## src/rtl/prim_ram_rr_arb.sv

```systemverilog
// prim_ram_rr_arb: round-robin arbiter sharing one port of a 1-cycle-latency SRAM
// between NumReq requesters.
//
// One request is granted per cycle and routed to the RAM port. Read data comes back
// to the granted requester as a one-hot rvalid and a shared rdata bus.
//
// Optional build macro: PRIM_RAM_ARB_RDATA_REG_EN
//   defined   -> rvalid_o/rdata_o pass through an output register (read latency 2)
//   undefined -> rvalid_o/rdata_o come combinationally from ram_rdata_i (latency 1)
module prim_ram_rr_arb #(
    parameter  int NumReq = 4,
    parameter  int Width  = 32,
    parameter  int Depth  = 128,
    localparam int Aw     = $clog2(Depth)
) (
    input  logic                    clk_i,
    input  logic                    rst_i,
    input  logic [NumReq-1:0]       req_i,
    input  logic [NumReq-1:0]       write_i,
    input  logic [NumReq*Aw-1:0]    addr_i,
    input  logic [NumReq*Width-1:0] wdata_i,
    output logic [NumReq-1:0]       gnt_o,
    output logic [NumReq-1:0]       rvalid_o,
    output logic [Width-1:0]        rdata_o,
    output logic                    ram_req_o,
    output logic                    ram_write_o,
    output logic [Aw-1:0]           ram_addr_o,
    output logic [Width-1:0]        ram_wdata_o,
    input  logic [Width-1:0]        ram_rdata_i
);

    localparam int IdxW = $clog2(NumReq);
    // One extra bit so ptr + offset never overflows before the modulo compare.
    localparam int CntW = IdxW + 1;

    logic [IdxW-1:0]   ptr_q;
    logic              rd_pend_q;
    logic [IdxW-1:0]   rd_idx_q;

    logic [NumReq-1:0] req_s;
    logic [NumReq-1:0] gnt_s;
    logic [IdxW-1:0]   gnt_idx_s;
    logic              gnt_any_s;
    logic [CntW-1:0]   cand_s;

    logic              ram_write_s;
    logic [Aw-1:0]     ram_addr_s;
    logic [Width-1:0]  ram_wdata_s;

    logic [NumReq-1:0] rvalid_s;
    logic [Width-1:0]  rdata_s;

    // No request is seen while reset is held, so nothing is granted then.
    assign req_s = rst_i ? {NumReq{1'b0}} : req_i;

    // Scan requesters starting at the priority pointer; the wrap uses an explicit
    // compare so non-power-of-two NumReq never forms an out-of-range index.
    always_comb begin
        gnt_s     = {NumReq{1'b0}};
        gnt_idx_s = {IdxW{1'b0}};
        gnt_any_s = 1'b0;
        cand_s    = {CntW{1'b0}};
        for (int i = 0; i < NumReq; i++) begin
            cand_s = {1'b0, ptr_q} + CntW'(i);
            if (cand_s >= CntW'(NumReq)) begin
                cand_s = cand_s - CntW'(NumReq);
            end else begin
                cand_s = cand_s;
            end
            if (!gnt_any_s && req_s[cand_s[IdxW-1:0]]) begin
                gnt_any_s = 1'b1;
                gnt_idx_s = cand_s[IdxW-1:0];
            end else begin
                gnt_any_s = gnt_any_s;
            end
        end
        gnt_s[gnt_idx_s] = gnt_any_s;
    end

    // Route the granted requester's fields to the RAM port; zero when idle.
    always_comb begin
        ram_write_s = 1'b0;
        ram_addr_s  = {Aw{1'b0}};
        ram_wdata_s = {Width{1'b0}};
        for (int k = 0; k < NumReq; k++) begin
            if (gnt_s[k]) begin
                ram_write_s = write_i[k];
                ram_addr_s  = addr_i[k*Aw +: Aw];
                ram_wdata_s = wdata_i[k*Width +: Width];
            end else begin
                ram_write_s = ram_write_s;
            end
        end
    end

    // Advance the priority pointer past each winner and remember in-flight reads.
    always_ff @(posedge clk_i) begin
        if (rst_i) begin
            ptr_q     <= {IdxW{1'b0}};
            rd_pend_q <= 1'b0;
            rd_idx_q  <= {IdxW{1'b0}};
        end else begin
            if (gnt_any_s) begin
                if (gnt_idx_s == IdxW'(NumReq - 1)) begin
                    ptr_q <= {IdxW{1'b0}};
                end else begin
                    ptr_q <= gnt_idx_s + IdxW'(1);
                end
            end else begin
                ptr_q <= ptr_q;
            end
            rd_pend_q <= gnt_any_s & ~ram_write_s;
            rd_idx_q  <= gnt_idx_s;
        end
    end

    // Steer returning RAM data to the requester whose read was granted last cycle;
    // a read still in flight when reset arrives is dropped here.
    always_comb begin
        rvalid_s = {NumReq{1'b0}};
        rdata_s  = {Width{1'b0}};
        if (rd_pend_q && !rst_i) begin
            rvalid_s[rd_idx_q] = 1'b1;
            rdata_s            = ram_rdata_i;
        end else begin
            rvalid_s = {NumReq{1'b0}};
            rdata_s  = {Width{1'b0}};
        end
    end

`ifdef PRIM_RAM_ARB_RDATA_REG_EN
    logic [NumReq-1:0] rvalid_q;
    logic [Width-1:0]  rdata_q;

    // Extra pipeline stage on the read return path; flushed by reset.
    always_ff @(posedge clk_i) begin
        if (rst_i) begin
            rvalid_q <= {NumReq{1'b0}};
            rdata_q  <= {Width{1'b0}};
        end else begin
            rvalid_q <= rvalid_s;
            rdata_q  <= rdata_s;
        end
    end

    assign rvalid_o = rst_i ? {NumReq{1'b0}} : rvalid_q;
    assign rdata_o  = rst_i ? {Width{1'b0}}  : rdata_q;
`else
    assign rvalid_o = rvalid_s;
    assign rdata_o  = rdata_s;
`endif

    assign gnt_o       = gnt_s;
    assign ram_req_o   = gnt_any_s;
    assign ram_write_o = ram_write_s;
    assign ram_addr_o  = ram_addr_s;
    assign ram_wdata_o = ram_wdata_s;

endmodule
```

## config.mk

```make
export PLATFORM = sky130hd
export DESIGN_NAME = prim_ram_rr_arb
export DESIGN_NICKNAME = d
export VERILOG_FILES = /design/src/rtl/prim_ram_rr_arb.sv
export SDC_FILE = /design/constraint.sdc
export NUM_CORES = 1
export LEC_CHECK = 0
export ABC_AREA = 1
export CELL_PAD_IN_SITES_DETAIL_PLACEMENT = 1
export CELL_PAD_IN_SITES_GLOBAL_PLACEMENT = 2
export CORE_ASPECT_RATIO = 0.7
export CORE_MARGIN = 10
export CORE_UTILIZATION = 12
export DETAILED_ROUTE_END_ITERATION = 16
export MAX_ROUTING_LAYER = met4
export PLACE_DENSITY = 0.87
export SETUP_SLACK_MARGIN = 0.1
export SLEW_MARGIN = 10
export SYNTH_ARGS = -nofsm -noshare
export SYNTH_HDL_FRONTEND = slang
export SYNTH_SLANG_ARGS = --single-unit
```

## constraint.sdc

```tcl
create_clock -name clk_i -period 3.2 [get_ports clk_i]
set_input_delay 0.32 -clock clk_i [delete_from_list [all_inputs] [get_ports clk_i]]
set_output_delay 0.32 -clock clk_i [all_outputs]
set_load 0.005 [all_outputs]
```

==> out/metrics.yaml <==
grt_overflow_total: 0
synth.distinct_cells: 26
yosysWarnings: 0
synthCells: 620
fin_crit_sh_pct: 99.40
cts_buffer_depth: 2
cp_data_required_time_ns: 2.88
clk_latency_ns: 0.23
ys_top_cells_by_area: "inv_1, nor2_1, nand3_1"
wl_per_cell_um: 16.51
final_area_mm2: 0.007707
synth_top_family_by_area: "simple AND/OR/NAND/NOR gates"
syn_nets: 822
netlist_area_mm2: 0.002948
postCtsHoldBufs: 0
p_leak_nw: 3.772
slew-limit-headroom_pct: 75.12
synthFlopType: "dfxtp_1"
grt_use_met2_pct: 21.40
dpl_cell_area_mm2: 0.006329
yosysSeqAreaShare_pct: 3.396
initial_core_util_pct: 12.35
cp_slowest_cell: "dfxtp_4"
h-tree-depth: 1
hp-class: "in -> reg"
cp_num_cells: 19
power_density_mw_per_mm2: 1714
fmax_mhz: 314.4
vdd_ir_drop_max_uv: 695.0
cts_sinks: 5
via_per_inst: 3.909
crit_type: "reg -> out"
crit_path_cell_trace: "buf_6 > nand3_4 > nand3_4 > nand2_2 > and2_4 > nand2_2 > nand2_2 > xor2_2 > nor2_2 > buf_4 > ha_4 > nand2_8 > buf_8 > buf_6 > buf_6 > o21ai_4 > nand2_1 > a21oi_1 > buf_2"
crit_path_max_fanout: 7
worst_slack_ns: 0.01922
cts-root-buf: "clkbuf_16"
synth_edf_count: 0
ys_async_sr_fraction_pct: 0
finalHoldViolations: 0
vias: 5046
io_pins: 279
area_growth_syn_to_layout_pct: 161.5
post-place-ws_ns: -0.6785
drc_errors: 0
rsz0062_at_grt: "yes"
rows: 47
yosysMostFrequentCell: "inv_1"
crit_family: "buffers and inverters"
drv_slew: 0
tritoncts: "built"
drtAntennaViolNets: 0
core_mm2: 0.02388
synth_common_cells: "inv_1, nor2_1, nand3_1"
avgSynthCellArea_um2: 4.755
use_met1_pct: 14.64
track_usage_pct: 12.30
path_clk_slew_ns: 0.03
maxCapViolations: 0
synth_fa_ha_area_share_pct: 1.698
arrival_ns: 2.86
gp_congestion: 0.7997
cp-start-kind: "register"
crit_path_max_incr_delay_ns: 0.41
drtPass1Iterations: 4
antenna_found_initial: 0
setup_tns_ns: 0
antenna_cells: 0
grtUsageMet3_pct: 2.962
synthMuxAreaShare_pct: 0
post-synth-top-area-fraction_pct: 25.47
skew_ns: 0.0002305
die_y_um: 151.1
grt_pass1_wl_um: 30060
synth-xor-area-share_pct: 0.2971
crit_path_end_kind: "primary output"
holdPathStages: 2
fp.dieW_um: 207.3
crit_buf_inv: 6
post-dp-hpwl_um: 16220
ys_ff_latch: 5
synth_compound_area_share_pct: 25.04
synth_top_cell_by_area: "inv_1"
status: "completed"
reg2reg_depth: 20
power.total_mw: 13.21
io_buffers: 278
nets: 1176
drt_iter0_drc: 123
period_minus_slack_ns: 3.181
worst-slew-pin-transition_ns: 0.3732
drive_gt1_share_pct: 32.48
routed_wl_um: 21320
grt_max_degree: 31
finalSetupViolations: 0
cts_made_buffers: 3
grt_pass1_vias: 5269
die-area_mm2: 0.03133
grt.busiest_layer: "met2"
synthSimpleGateAreaFrac_pct: 35.40
[where the power goes]
| group | leakage [nW] | switching (mW) | internal (mW) |
|---|---|---|---|
| clock | 0.0382 | 0.0398 | 0.165 |
| combinational | 3.69 | 6.31 | 6.55 |
| sequential | 0.0431 | 0.0411 | 0.106 |
[routing by layer]
layer	vias up	share of wire [%]
met1	2362	44
li1	2532	-
met3	8	5.8
met4	0	0.67
met5	-	0
met2	144	50
[path summary, 6_finish.rpt]
kind / start / to / slack [ns]
min reg2reg: ptr_q[1] / ptr_q[1] / 0.69
min: rst_i / ptr_q[0] / 0.33
max: ptr_q[0] / ram_wdata_o[12] / 0.02
max reg2reg: ptr_q[0] / rd_pend_q / 0.64
[flip-flops by register name, summed over array words and instances, names as in the netlist]
signal / flops
ptr_q: 2
rd_idx_q: 2
rd_pend_q: 1
[through the flow]
| step | hold slack, ns | cells | util (%) |
|---|---|---|---|
| after floorplan | 0.3914 | 620 | - |
| after global placement | 0.6590 | 1220 | 26.51 |
| after detailed placement | 0.6564 | 1220 | 26.51 |
| after CTS | 0.3389 | 1253 | 28.74 |
| after global routing | 0.3469 | 1291 | 32.28 |
| final | 0.3320 | 1291 | 32.28 |
[kinds of logic after synthesis]
kind of cell    Yosys count
compound gates          123
xor+xnor                  1
buf+inv                 242
fa+ha+maj                 4
flops                     5
simple gates            245
[worst register-to-register path, stage by stage, from the launching register on]
cell     delay, ns
dfxtp_4       0.41
buf_6         0.14
nand3_4       0.08
nand3_4       0.08
nand2_2       0.06
and2_4        0.15
nand2_2       0.06
nand2_2       0.06
xor2_2        0.18
nor2_2        0.13
buf_4         0.14
ha_4          0.19
buf_6         0.17
buf_12        0.14
nor2_2        0.04
nand3_1       0.07
nand3_1       0.07
nand2_1       0.06
nand2_1       0.06
buf_4         0.13
nor2_1        0.07
[repair_timing]
| action | 4_1_cts | 5_1_grt |
|---|---|---|
| cloned | 6 | 7 |
| endpoints found under the setup margin | 44 | 44 |
| setup buffers | 23 | 32 |
| pin swaps | 13 | 54 |
| gates resized for setup | 215 | 186 |
[area by class of cell]
type / instances / area [µm²]
multi-input cells: 375 / 2507
repair inverters: 1 / 7.507
well taps: 318 / 397.9
inverters: 204 / 778.2
repair buffers: 384 / 3830
fillers: 2977 / 16170
flip-flops and latches: 5 / 107.6
clock buffers: 4 / 78.83
[placed cells by master, fill, tap and decap left out, drive strengths merged]
master and n:
inv 204, nor3 4, dfxtp 5, o21ai 82, clkdlybuf4s50 229, nor2 116, dlymetal6s2s 3, a21oi 40
clkbuf 14, ha 4, xor2 1, dlygate4sd2 5, nand3 61, nand4 2, buf 137, and2 1
clkinvlp 1, o211ai 1, nand2 63
Power figures use the tool's default switching activity.
